### src/rtl/ps2_pkg.sv
// Shared constants and types for the PS/2 set-2 scan-code receiver.
// Prefix bytes, keyboard response codes and the frame FSM state encoding.
package ps2_pkg;

    localparam logic [7:0] PS2_EXT    = 8'hE0;
    localparam logic [7:0] PS2_BRK    = 8'hF0;
    localparam logic [7:0] PS2_PAUSE  = 8'hE1;
    localparam logic [2:0] PAUSE_SKIP = 3'd7;

    // Keyboard responses that never represent a key.
    localparam logic [7:0] PS2_RSP_ERR0   = 8'h00;
    localparam logic [7:0] PS2_RSP_BAT_OK = 8'hAA;
    localparam logic [7:0] PS2_RSP_ECHO   = 8'hEE;
    localparam logic [7:0] PS2_RSP_ACK    = 8'hFA;
    localparam logic [7:0] PS2_RSP_BAT_F0 = 8'hFC;
    localparam logic [7:0] PS2_RSP_BAT_F1 = 8'hFD;
    localparam logic [7:0] PS2_RSP_RESEND = 8'hFE;
    localparam logic [7:0] PS2_RSP_ERR1   = 8'hFF;

    typedef enum logic [1:0] {
        ST_IDLE,
        ST_SHIFT,
        ST_CHECK
    } frame_state_t;

    function automatic logic is_response(input logic [7:0] code);
        case (code)
            PS2_RSP_ERR0, PS2_RSP_BAT_OK, PS2_RSP_ECHO, PS2_RSP_ACK,
            PS2_RSP_BAT_F0, PS2_RSP_BAT_F1, PS2_RSP_RESEND, PS2_RSP_ERR1:
                is_response = 1'b1;
            default:
                is_response = 1'b0;
        endcase
    endfunction

endpackage

### src/rtl/ps2_frame_rx.sv
// PS/2 frame receiver: pin synchronisers, clock glitch filter, 11-bit frame FSM
// and inter-edge timeout. Emits a one-cycle strobe per good byte.
module ps2_frame_rx
    import ps2_pkg::*;
#(
    parameter int FILTER_LEN = 8,
    parameter int TIMEOUT    = 50000
) (
    input  logic       clk_sys,
    input  logic       reset_n,
    input  logic       ps2_clk,
    input  logic       ps2_data,
    output logic       byte_valid,
    output logic [7:0] byte_data,
    output logic       err_parity,
    output logic       err_timeout
);

    localparam int FW = $clog2(FILTER_LEN + 1);
    localparam int TW = $clog2(TIMEOUT + 1);

    logic [1:0]    clk_sync_q;
    logic [1:0]    data_sync_q;
    logic          clk_filt_q;
    logic [FW-1:0] filt_cnt_q;
    logic          filt_flip;
    logic          fall;

    // Bit [1] of each synchroniser is the usable synced sample.
    assign filt_flip = (clk_sync_q[1] != clk_filt_q) && (filt_cnt_q == FW'(FILTER_LEN - 1));
    assign fall      = filt_flip && clk_filt_q;

    always_ff @(posedge clk_sys) begin
        // NOTE: non-blocking assignments so every register samples pre-edge values.
        if (!reset_n) begin
            clk_sync_q  <= 2'b11;
            data_sync_q <= 2'b11;
            clk_filt_q  <= 1'b1;
            filt_cnt_q  <= '0;
        end else begin
            clk_sync_q  <= {clk_sync_q[0], ps2_clk};
            data_sync_q <= {data_sync_q[0], ps2_data};
            if (clk_sync_q[1] == clk_filt_q || filt_flip)
                filt_cnt_q <= '0;
            else
                filt_cnt_q <= filt_cnt_q + 1'b1;
            if (filt_flip)
                clk_filt_q <= ~clk_filt_q;
        end
    end

    frame_state_t  state_q, state_d;
    logic [3:0]    bit_cnt_q, bit_cnt_d;
    logic [9:0]    shift_q, shift_d;
    logic [TW-1:0] tmo_cnt_q, tmo_cnt_d;
    logic          frame_ok;

    // shift_q holds {stop, parity, data[7:0]} once all ten bits are in.
    assign frame_ok  = (^shift_q[8:0]) && shift_q[9];
    assign byte_data = shift_q[7:0];

    always_ff @(posedge clk_sys) begin
        if (!reset_n) begin
            state_q   <= ST_IDLE;
            bit_cnt_q <= '0;
            shift_q   <= '0;
            tmo_cnt_q <= '0;
        end else begin
            state_q   <= state_d;
            bit_cnt_q <= bit_cnt_d;
            shift_q   <= shift_d;
            tmo_cnt_q <= tmo_cnt_d;
        end
    end

    always_comb begin
        // NOTE: every output gets a default first so no latch can be inferred.
        state_d     = state_q;
        bit_cnt_d   = bit_cnt_q;
        shift_d     = shift_q;
        tmo_cnt_d   = tmo_cnt_q;
        byte_valid  = 1'b0;
        err_parity  = 1'b0;
        err_timeout = 1'b0;
        case (state_q)
            ST_IDLE: begin
                tmo_cnt_d = '0;
                if (fall && !data_sync_q[1]) begin
                    state_d   = ST_SHIFT;
                    bit_cnt_d = '0;
                end
            end
            ST_SHIFT: begin
                if (fall) begin
                    shift_d   = {data_sync_q[1], shift_q[9:1]};
                    tmo_cnt_d = '0;
                    if (bit_cnt_q == 4'd9)
                        state_d = ST_CHECK;
                    else
                        bit_cnt_d = bit_cnt_q + 4'd1;
                end else if (tmo_cnt_q == TW'(TIMEOUT - 1)) begin
                    err_timeout = 1'b1;
                    tmo_cnt_d   = '0;
                    state_d     = ST_IDLE;
                end else begin
                    tmo_cnt_d = tmo_cnt_q + 1'b1;
                end
            end
            ST_CHECK: begin
                state_d = ST_IDLE;
                if (frame_ok)
                    byte_valid = 1'b1;
                else
                    err_parity = 1'b1;
            end
            default: state_d = ST_IDLE;
        endcase
    end

endmodule

### src/rtl/ps2_scancode_rx.sv
// PS/2 set-2 scan-code receiver: decodes E0/F0/E1 prefixes of good bytes into
// registered single-cycle key events for the keyboard matrix.
module ps2_scancode_rx
    import ps2_pkg::*;
#(
    parameter int FILTER_LEN = 8,
    parameter int TIMEOUT    = 50000
) (
    input  logic       clk_sys,
    input  logic       reset_n,
    input  logic       ps2_clk,
    input  logic       ps2_data,
    output logic       key_strobe,
    output logic       key_pressed,
    output logic       key_extended,
    output logic [7:0] key_code,
    output logic       err_parity,
    output logic       err_timeout
);

    logic       byte_valid;
    logic [7:0] byte_data;
    logic       frame_err_parity;
    logic       frame_err_timeout;
    logic       ext_q;
    logic       brk_q;
    logic [2:0] skip_q;

    ps2_frame_rx #(
        .FILTER_LEN (FILTER_LEN),
        .TIMEOUT    (TIMEOUT)
    ) u_frame (
        .clk_sys     (clk_sys),
        .reset_n     (reset_n),
        .ps2_clk     (ps2_clk),
        .ps2_data    (ps2_data),
        .byte_valid  (byte_valid),
        .byte_data   (byte_data),
        .err_parity  (frame_err_parity),
        .err_timeout (frame_err_timeout)
    );

    always_ff @(posedge clk_sys) begin
        if (!reset_n) begin
            key_strobe   <= 1'b0;
            key_pressed  <= 1'b0;
            key_extended <= 1'b0;
            key_code     <= '0;
            err_parity   <= 1'b0;
            err_timeout  <= 1'b0;
            ext_q        <= 1'b0;
            brk_q        <= 1'b0;
            skip_q       <= '0;
        end else begin
            key_strobe  <= 1'b0;
            err_parity  <= frame_err_parity;
            err_timeout <= frame_err_timeout;
            if (frame_err_parity || frame_err_timeout) begin
                ext_q <= 1'b0;
                brk_q <= 1'b0;
            end else if (byte_valid) begin
                if (skip_q != '0) begin
                    skip_q <= skip_q - 3'd1;
                end else if (byte_data == PS2_PAUSE) begin
                    skip_q <= PAUSE_SKIP;
                end else if (byte_data == PS2_EXT) begin
                    ext_q <= 1'b1;
                end else if (byte_data == PS2_BRK) begin
                    brk_q <= 1'b1;
                end else if (!(is_response(byte_data) && !ext_q && !brk_q)) begin
                    // Response bytes are only dropped when no prefix is pending.
                    key_strobe   <= 1'b1;
                    key_code     <= byte_data;
                    key_pressed  <= ~brk_q;
                    key_extended <= ext_q;
                    ext_q        <= 1'b0;
                    brk_q        <= 1'b0;
                end
            end
        end
    end

endmodule

### config.mk
export PLATFORM = sky130hd
export DESIGN_NAME = ps2_scancode_rx
export DESIGN_NICKNAME = d
export VERILOG_FILES = /design/src/rtl/ps2_pkg.sv /design/src/rtl/ps2_frame_rx.sv /design/src/rtl/ps2_scancode_rx.sv
export SDC_FILE = /design/constraint.sdc
export NUM_CORES = 1
export LEC_CHECK = 0
export CAP_MARGIN = 5
export CORE_ASPECT_RATIO = 1.2
export CORE_MARGIN = 4
export CORE_UTILIZATION = 46
export DETAILED_ROUTE_END_ITERATION = 10
export HOLD_SLACK_MARGIN = 0.03
export PLACE_DENSITY = 0.68
export SLEW_MARGIN = 15
export SYNTH_ARGS = -nofsm -noshare
export SYNTH_HDL_FRONTEND = slang
export SYNTH_SLANG_ARGS = --single-unit
### constraint.sdc
create_clock -name clk_sys -period 2.35 [get_ports clk_sys]
set_input_delay 0.47 -clock clk_sys [delete_from_list [all_inputs] [get_ports clk_sys]]
set_output_delay 0.47 -clock clk_sys [all_outputs]
set_load 0.02 [all_outputs]
After elaboration in Yosys (flattened, before gate mapping)
Cells that the tools add are included.

cells by class
  add/sub/neg operators = 4
  multipliers = 0
  div/mod/pow operators = 0
  magnitude comparators = 0
  equality and inequality tests = 25
  shift operators = 0
  muxes and demuxes = 34
  bitwise logic cells = 10
  reduce and logical (&&, ||, !) cells = 28

operator list
  kind                                                    number
  equality test 8 bit (second input constant)             10
  two-way mux 16 bit                                      2
  case mux 16 bit (2 select lines)                        1
  two-way mux 1 bit                                       20
  adder 16 x 1 -> 16 bit (second input constant)          1
  equality test 16 bit (second input constant)            1
  two-way mux 4 bit                                       3
  inverter 1 bit                                          10
  AND reduction 5 bit                                     2
  parity 9 bit                                            1
  adder 4 x 1 -> 4 bit (second input constant)            2
  zero test 8 bit                                         1
  two-way mux 2 bit                                       4
  inequality test 2 bit (second input constant)           4
  case mux 4 bit (2 select lines)                         1
  OR reduction 8 bit                                      1
  AND reduction 7 bit                                     1
  OR reduction 7 bit                                      1
  logical AND 1 bit                                       6
  two-way mux 3 bit                                       2
  AND reduction 3 bit                                     2
  equality test 4 x 3 -> 1 bit (second input constant)    1
  equality test 4 bit (second input constant)             1
  inequality test 2 x 1 -> 1 bit (second input constant)  2
  16 further kinds                                        21

storage, ports and cells
  flip-flop bits (word level) = 59
  bits in latches = 0
  bits in writable memories = 0
  ROM bits = 0
  bits of input ports = 4
  output and inout port bits = 13
  logic and storage cells = 118
  memories kept = 0

Longest topological paths before layout
  depth in word-level cells = 15
  depth in mapped cells = 8
  mapped depth without buffers = 7

Modules after synthesis
Synthesis repeated with hierarchy kept, for this count alone.

unflattened totals
  cell total of the unflattened synthesis = 336
  area, all modules = 2,965.3 um2

modules (own cells, without submodules)
  module           instances  cells an instance  area an instance (um2)  seq. area each (um2)
  ps2_frame_rx     1          240                2,064.5                 820.8
  ps2_scancode_rx  1          96                 900.9                   360.3

Worst setup path after synthesis
Ideal clock, no wire load.

  path type = register to register
  start = register u_frame.shift_q[0]
  end = register key_code[0]
  arrival time = 2.139 ns
  required time = 2.278 ns
  slack = 0.139 ns
  cell stages (with the launch flop) = 9
  path buffers = 1
  path through = dfxtp_1 -> inv_1 -> ha_1 -> xnor3_2 -> xnor2_2 -> nor4_4 -> and3_4 -> buf_12 -> mux2i_1

between the ends
  word-level cells in the longest chain between the ends = 14
  elaborated cells between the ends (all ways) = 35

RTL lines
  what                                                           line                   text
  from (decl)                                                    ps2_frame_rx.sv:54     logic [9:0] shift_q, shift_d;
  from (signal assigned)                                         ps2_frame_rx.sv:71     shift_q <= shift_d;
  equality test 8 bit / zero test 8 bit (equally long branches)  ps2_pkg.sv:27          case (code)
  OR reduction 8 bit                                             ps2_pkg.sv:27
  two-way mux 1 bit                                              ps2_pkg.sv:27
  two-way mux 1 bit                                              ps2_scancode_rx.sv:68  end else if (byte_data == PS2_BRK) begin
  two-way mux 1 bit                                              ps2_scancode_rx.sv:66  end else if (byte_data == PS2_EXT) begin
  two-way mux 1 bit                                              ps2_scancode_rx.sv:64  end else if (byte_data == PS2_PAUSE) begin
  two-way mux 1 bit                                              ps2_scancode_rx.sv:62  if (skip_q != '0) begin
  two-way mux 1 bit                                              ps2_scancode_rx.sv:61  end else if (byte_valid) begin
  two-way mux 1 bit                                              ps2_scancode_rx.sv:58  if (frame_err_parity || frame_err_timeout) begin
  two-way mux 1 bit                                              ps2_scancode_rx.sv:44  if (!reset_n) begin
  logical AND 1 bit (2 in series)                                ps2_scancode_rx.sv:70  end else if (!(is_response(byte_data) && !ext_q && !brk_q)) begin
  inverter 1 bit (no source line)                                --
  AND reduction 7 bit (no source line)                           --
  to (signal assigned)                                           ps2_scancode_rx.sv:73  key_code <= byte_data;
  to (decl)                                                      ps2_scancode_rx.sv:16  output logic [7:0] key_code,

Parallel ways exist; a longest one is shown, timed or not. The select of a mux whose other input is x is not followed.
A chain may end at the register's enable or synchronous reset.

Worst setup path after layout
  start = register u_frame.shift_q[1]
  end = register key_code[4]

between the ends
  word-level cells in the longest chain between the ends = 14
  elaborated cells between the ends (all ways) = 35

RTL lines
  what                                                           line
  equality test 8 bit / zero test 8 bit (equally long branches)  ps2_pkg.sv:27
  OR reduction 8 bit                                             ps2_pkg.sv:27
  two-way mux 1 bit                                              ps2_pkg.sv:27
  two-way mux 1 bit                                              ps2_scancode_rx.sv:68
  two-way mux 1 bit                                              ps2_scancode_rx.sv:66
  two-way mux 1 bit                                              ps2_scancode_rx.sv:64
  two-way mux 1 bit                                              ps2_scancode_rx.sv:62
  two-way mux 1 bit                                              ps2_scancode_rx.sv:61
  two-way mux 1 bit                                              ps2_scancode_rx.sv:58
  two-way mux 1 bit                                              ps2_scancode_rx.sv:44
  logical AND 1 bit (2 in series)                                ps2_scancode_rx.sv:70
  inverter 1 bit (no source line)                                --
  AND reduction 7 bit (no source line) (*)                       --

Every way passes the cells marked *; elsewhere a longest branch is shown, timed or not. The select of a mux whose other input is x is not followed.

==> results by stage <==
Timing:
- The final-layout setup total negative slack is 0 ns.
- Of the available clock period, the critical path in the final layout requires 0.946.
- Setup repair after global routing left no endpoint under its margin.
- The final-report max-slew violation count is 0.
- Setup violations remaining at the end of the flow were counted as 0.
- In this run the tightest slew margin relative to its limit is 0.565.
- Counting I/O delays and the setup requirement, the final critical path takes 2.22 ns.
- The final hold violation count is 0.
- Based on the critical path, the design can be clocked at up to 450 MHz.
- The measured slew at the worst slew-check pin is 0.636 ns.
- The maximum clock skew at final layout is 0.00670 ns.

Clocking:
- Counting every sink on the clock net gives 59.
- The clock tree from TritonCTS is yes.
- The cell at the root of the clock tree is sky130_fd_sc_hd__clkbuf_8.
- The number of hold buffers added after CTS was 0.
- The clock passes through at most 2 buffers.
- Post-CTS timing repair inserted 0 buffers for setup.
- The H-tree was split into 3 levels.
- TritonCTS created 9 clock buffers.
- The insertion delay of the later-clocked pin in the worst-skew pair is 0.33 ns.
- The clock input transition at the sequential cells of the worst setup and hold paths is 0.07 ns.

Placement:
- During placement, the flow inserted port buffers numbering 16.
- After detailed placement, the total cell area comes to 0.00317 mm^2.
- Routability-driven placement finished with a final weighted congestion of 0.861.
- The detailed placement HPWL is 3890 um.

Pwr:
- The total power divided by cell area is 543 mW/mm^2.
- The worst-case IR drop observed on VDD is 0.000289 V.
- The analysis attributes to cell leakage a power of 1.22 nW.

Die:
- For this configuration, the core starts out at a cell density of 0.476.
- The die covers 0.00764 mm^2.
- In this run the standard cell core region covers 0.00609 mm^2.
- The number of top-level pins is 17.
- The die boundary height is 95.0 um.
- The total number of placement rows is 31.
- The die is 80.5 um wide.

Route:
- The average wire length per cell after detail routing is 12.8 um.
- Dividing the detail-routed via count by the number of cells gives 5.22.
- The number of detailed-route iterations in the first pass is 4.
- The number of DRC violations after detailed-routing iteration 0 is 118.
- The final route contains 2312 vias.
- Summed over all layers, the routed wires come to 5670 um.
- The number of remaining DRC errors is 0.
- The number of nets with antenna violations after routing is 0.

Synthesis:
- In this run, synthesis inferred 0 flip-flops with an integrated enable.
- The main combinational cell family by area after synthesis is simple AND/OR/NAND/NOR gates.
- The share of synthesized area in the top cell type comes to 0.407.
- The proportion of synthesized flip-flops having asynchronous set or reset is 0.
- In the synthesized netlist the dominant register cell turns out to be sky130_fd_sc_hd__dfxtp_1.
- The average cell area after synthesis is 8.79 um^2.
- After synthesis the cells add up to 0.00290 mm^2.
- The portion of the post-synthesis area used by sequential elements is 0.407.
- The synthesized design contains 59 register bits.
- sky130_fd_sc_hd__dfxtp_1 is the most common cell in the netlist.
- The gate count after technology mapping is 330.
- After synthesis, the most frequently instantiated cells are sky130_fd_sc_hd__dfxtp_1, sky130_fd_sc_hd__nor2_1, sky130_fd_sc_hd__nand2_1.
- Ranked by total cell area, the synthesized netlist is headed by sky130_fd_sc_hd__dfxtp_1, sky130_fd_sc_hd__ha_1, sky130_fd_sc_hd__nor2_1, sky130_fd_sc_hd__nand2_1, sky130_fd_sc_hd__mux2i_1.
- Of the total synthesized cell area, the portion taken by XOR and XNOR cells is 0.0410.
- The portion of synthesized area spent on multiplexers is 0.0483.
- The area share of and/or/nand/nor cells after synthesis is 0.252.
- The post-synthesis compound-gate area fraction is 0.124.
- The area share of fa/ha/maj cells after synthesis is 0.0820.
- For this run, the number of Yosys warnings is 0.
- The number of distinct standard cells referenced by the synthesized netlist is 54.
- The cell taking the most area after synthesis is sky130_fd_sc_hd__dfxtp_1.
- The post-synth net total is 353.

Global route:
- The via count of the first global-routing pass is 2188.
- The residual overflow from global routing is 0.
- In the global route stage, overall resource usage came out at 0.167.
- The first-pass GRT wire length is 9980 um.
- The initial antenna violation count is 0.
- Entering global routing, the biggest net connects 39 pins.

Critical path:
- The critical path data required time is 2.61 ns.
- Across all register-to-register paths, the minimum setup slack is 0.13 ns.
- Of all nets on the critical path, the largest fanout is 6.
- The arrival time at the worst endpoint is 2.48 ns.
- The element type at the critical path end is a flop.
- The kind of start point of the critical path is a flop.
- The startpoint-to-endpoint class of the critical path is flop to flop.

Status:
- The flow ran to the end, and the final reports show no timing, DRC or antenna violations.

Cells and area:
- The area growth from synthesis to layout is 15.8%.
- The finished cells cover 0.00336 mm^2.
- The antenna diode count is 0.
- The total of fill cells in the finished design is 576.
- The fraction of layout instances using a drive strength above 1 is 0.102.
- At the end of the flow, the number of nets in the layout was 379.

Run:
- The number of max-cap violations is 0.

Min path:
- The kind of path behind the tightest hold check is flop to flop.
-- per-stage QoR --
step | instances | power (mW) | hold slack (ns) | setup slack [ns] | utilization
6_report | 443 | 1.82 | 0.405 | 0.126 | 0.551
5_1_grt | 443 | 1.90 | 0.438 | 0.0179 | 0.551
4_1_cts | 443 | 1.85 | 0.408 | 0.111 | 0.551
3_5_place_dp | 426 | 1.06 | 0.392 | -0.0227 | 0.521
3_3_place_gp | 426 | 1.06 | 0.392 | 0.113 | 0.521
2_1_floorplan | 330 | 1.05 | 0.386 | 0.139 | -
-- final timing paths --
| kind | startpoint | end | cells past startpoint |
|---|---|---|---|
| max | u_frame.shift_q[1]$_SDFFE_PN0P_ | key_code[4]$_SDFFE_PN0P_ | 7 |
| min | u_frame.clk_sync_q[0]$_SDFF_PN1_ | u_frame.clk_sync_q[1]$_SDFF_PN1_ | 1 |
| max reg2reg | u_frame.shift_q[1]$_SDFFE_PN0P_ | key_code[4]$_SDFFE_PN0P_ | 7 |
| min reg2reg | u_frame.clk_sync_q[0]$_SDFF_PN1_ | u_frame.clk_sync_q[1]$_SDFF_PN1_ | 1 |
-- power breakdown --
group	internal, mW	switching [mW]	leakage (nW)
Sequential	1.00	0.00200	0.476
Combinational	0.0112	0.0222	0.647
Clock	0.405	0.379	0.0928
Total	1.42	0.403	1.22
-- logic make-up (layout without fill, tap and decap cells) --
kind of cell | Yosys count | after routing
flip-flops | 59 | 59
XOR/XNOR | 11 | 11
AND/OR/NAND/NOR | 145 | 146
adder cells (fa/ha/maj) | 19 | 19
multiplexers | 14 | 14
AO/OA/AOI/OAI | 52 | 52
buffers and inverters | 30 | 60
-- cells in the final DEF, fill, tap and decap left out, types with 3 or more instances in the layout --
cell type	instances
sky130_fd_sc_hd__a21oi_1	17
sky130_fd_sc_hd__clkinv_2	4
sky130_fd_sc_hd__nor2_1	42
sky130_fd_sc_hd__nand2_1	38
sky130_fd_sc_hd__nor3_1	8
sky130_fd_sc_hd__mux2i_1	14
sky130_fd_sc_hd__nor2b_1	3
sky130_fd_sc_hd__dfxtp_1	59
sky130_fd_sc_hd__a211oi_1	3
sky130_fd_sc_hd__ha_1	19
sky130_fd_sc_hd__nand4_1	6
sky130_fd_sc_hd__buf_4	10
sky130_fd_sc_hd__and4_1	4
sky130_fd_sc_hd__and2_1	4
sky130_fd_sc_hd__clkbuf_8	10
sky130_fd_sc_hd__o21ai_0	10
sky130_fd_sc_hd__nor4_1	3
sky130_fd_sc_hd__xor2_1	8
sky130_fd_sc_hd__clkdlybuf4s50_1	16
sky130_fd_sc_hd__and3_1	4
sky130_fd_sc_hd__nand2b_1	9
sky130_fd_sc_hd__inv_1	17
sky130_fd_sc_hd__nand3_1	9
-- per-layer routing --
metal | track usage | wire length (um) | vias up
met3 | 0.0363 | 207 | 7
met2 | 0.262 | 2570 | 40
met5 | 0 | 0 | -
li1 | - | - | 1208
met1 | 0.218 | 2810 | 1057
met4 | 0.0803 | 80 | 0
-- state kept, by name (all words and copies together) (netlist names) --
register	flops
brk_q	1
err_parity	1
err_timeout	1
ext_q	1
key_code	8
key_extended	1
key_pressed	1
key_strobe	1
skip_q	3
u_frame.bit_cnt_q	4
u_frame.clk_filt_q	1
u_frame.clk_sync_q	2
u_frame.data_sync_q	2
u_frame.filt_cnt_q	4
u_frame.shift_q	10
u_frame.state_q	2
u_frame.tmo_cnt_q	16
-- layout make-up --
cell class | instances | area [um^2] | area share
Multi-Input combinational cell | 242 | 1600 | 0.477
Sequential cell | 59 | 1180 | 0.352
Timing Repair Buffer | 26 | 235 | 0.0700
Clock buffer | 11 | 141 | 0.0421
Tap cell | 82 | 103 | 0.0306
Inverter | 18 | 67.6 | 0.0201
Clock inverter | 5 | 28.8 | 0.00857
-- timing repair --
action | CTS | global route
setup endpoints to repair | 9 | 1
pin swaps | 2 | 0
gates cloned | 1 | 0
gates resized for setup | 1 | 1
-- critical path, stage by stage, from the launching register on --
cell and delay (ns):
sky130_fd_sc_hd__dfxtp_1 0.40, sky130_fd_sc_hd__inv_1 0.10, sky130_fd_sc_hd__ha_1 0.31, sky130_fd_sc_hd__xnor3_2 0.39, sky130_fd_sc_hd__xnor2_2 0.21, sky130_fd_sc_hd__nor4_4 0.23, sky130_fd_sc_hd__and3_4 0.30, sky130_fd_sc_hd__mux2i_1 0.21
Power figures use the tool's default switching activity.
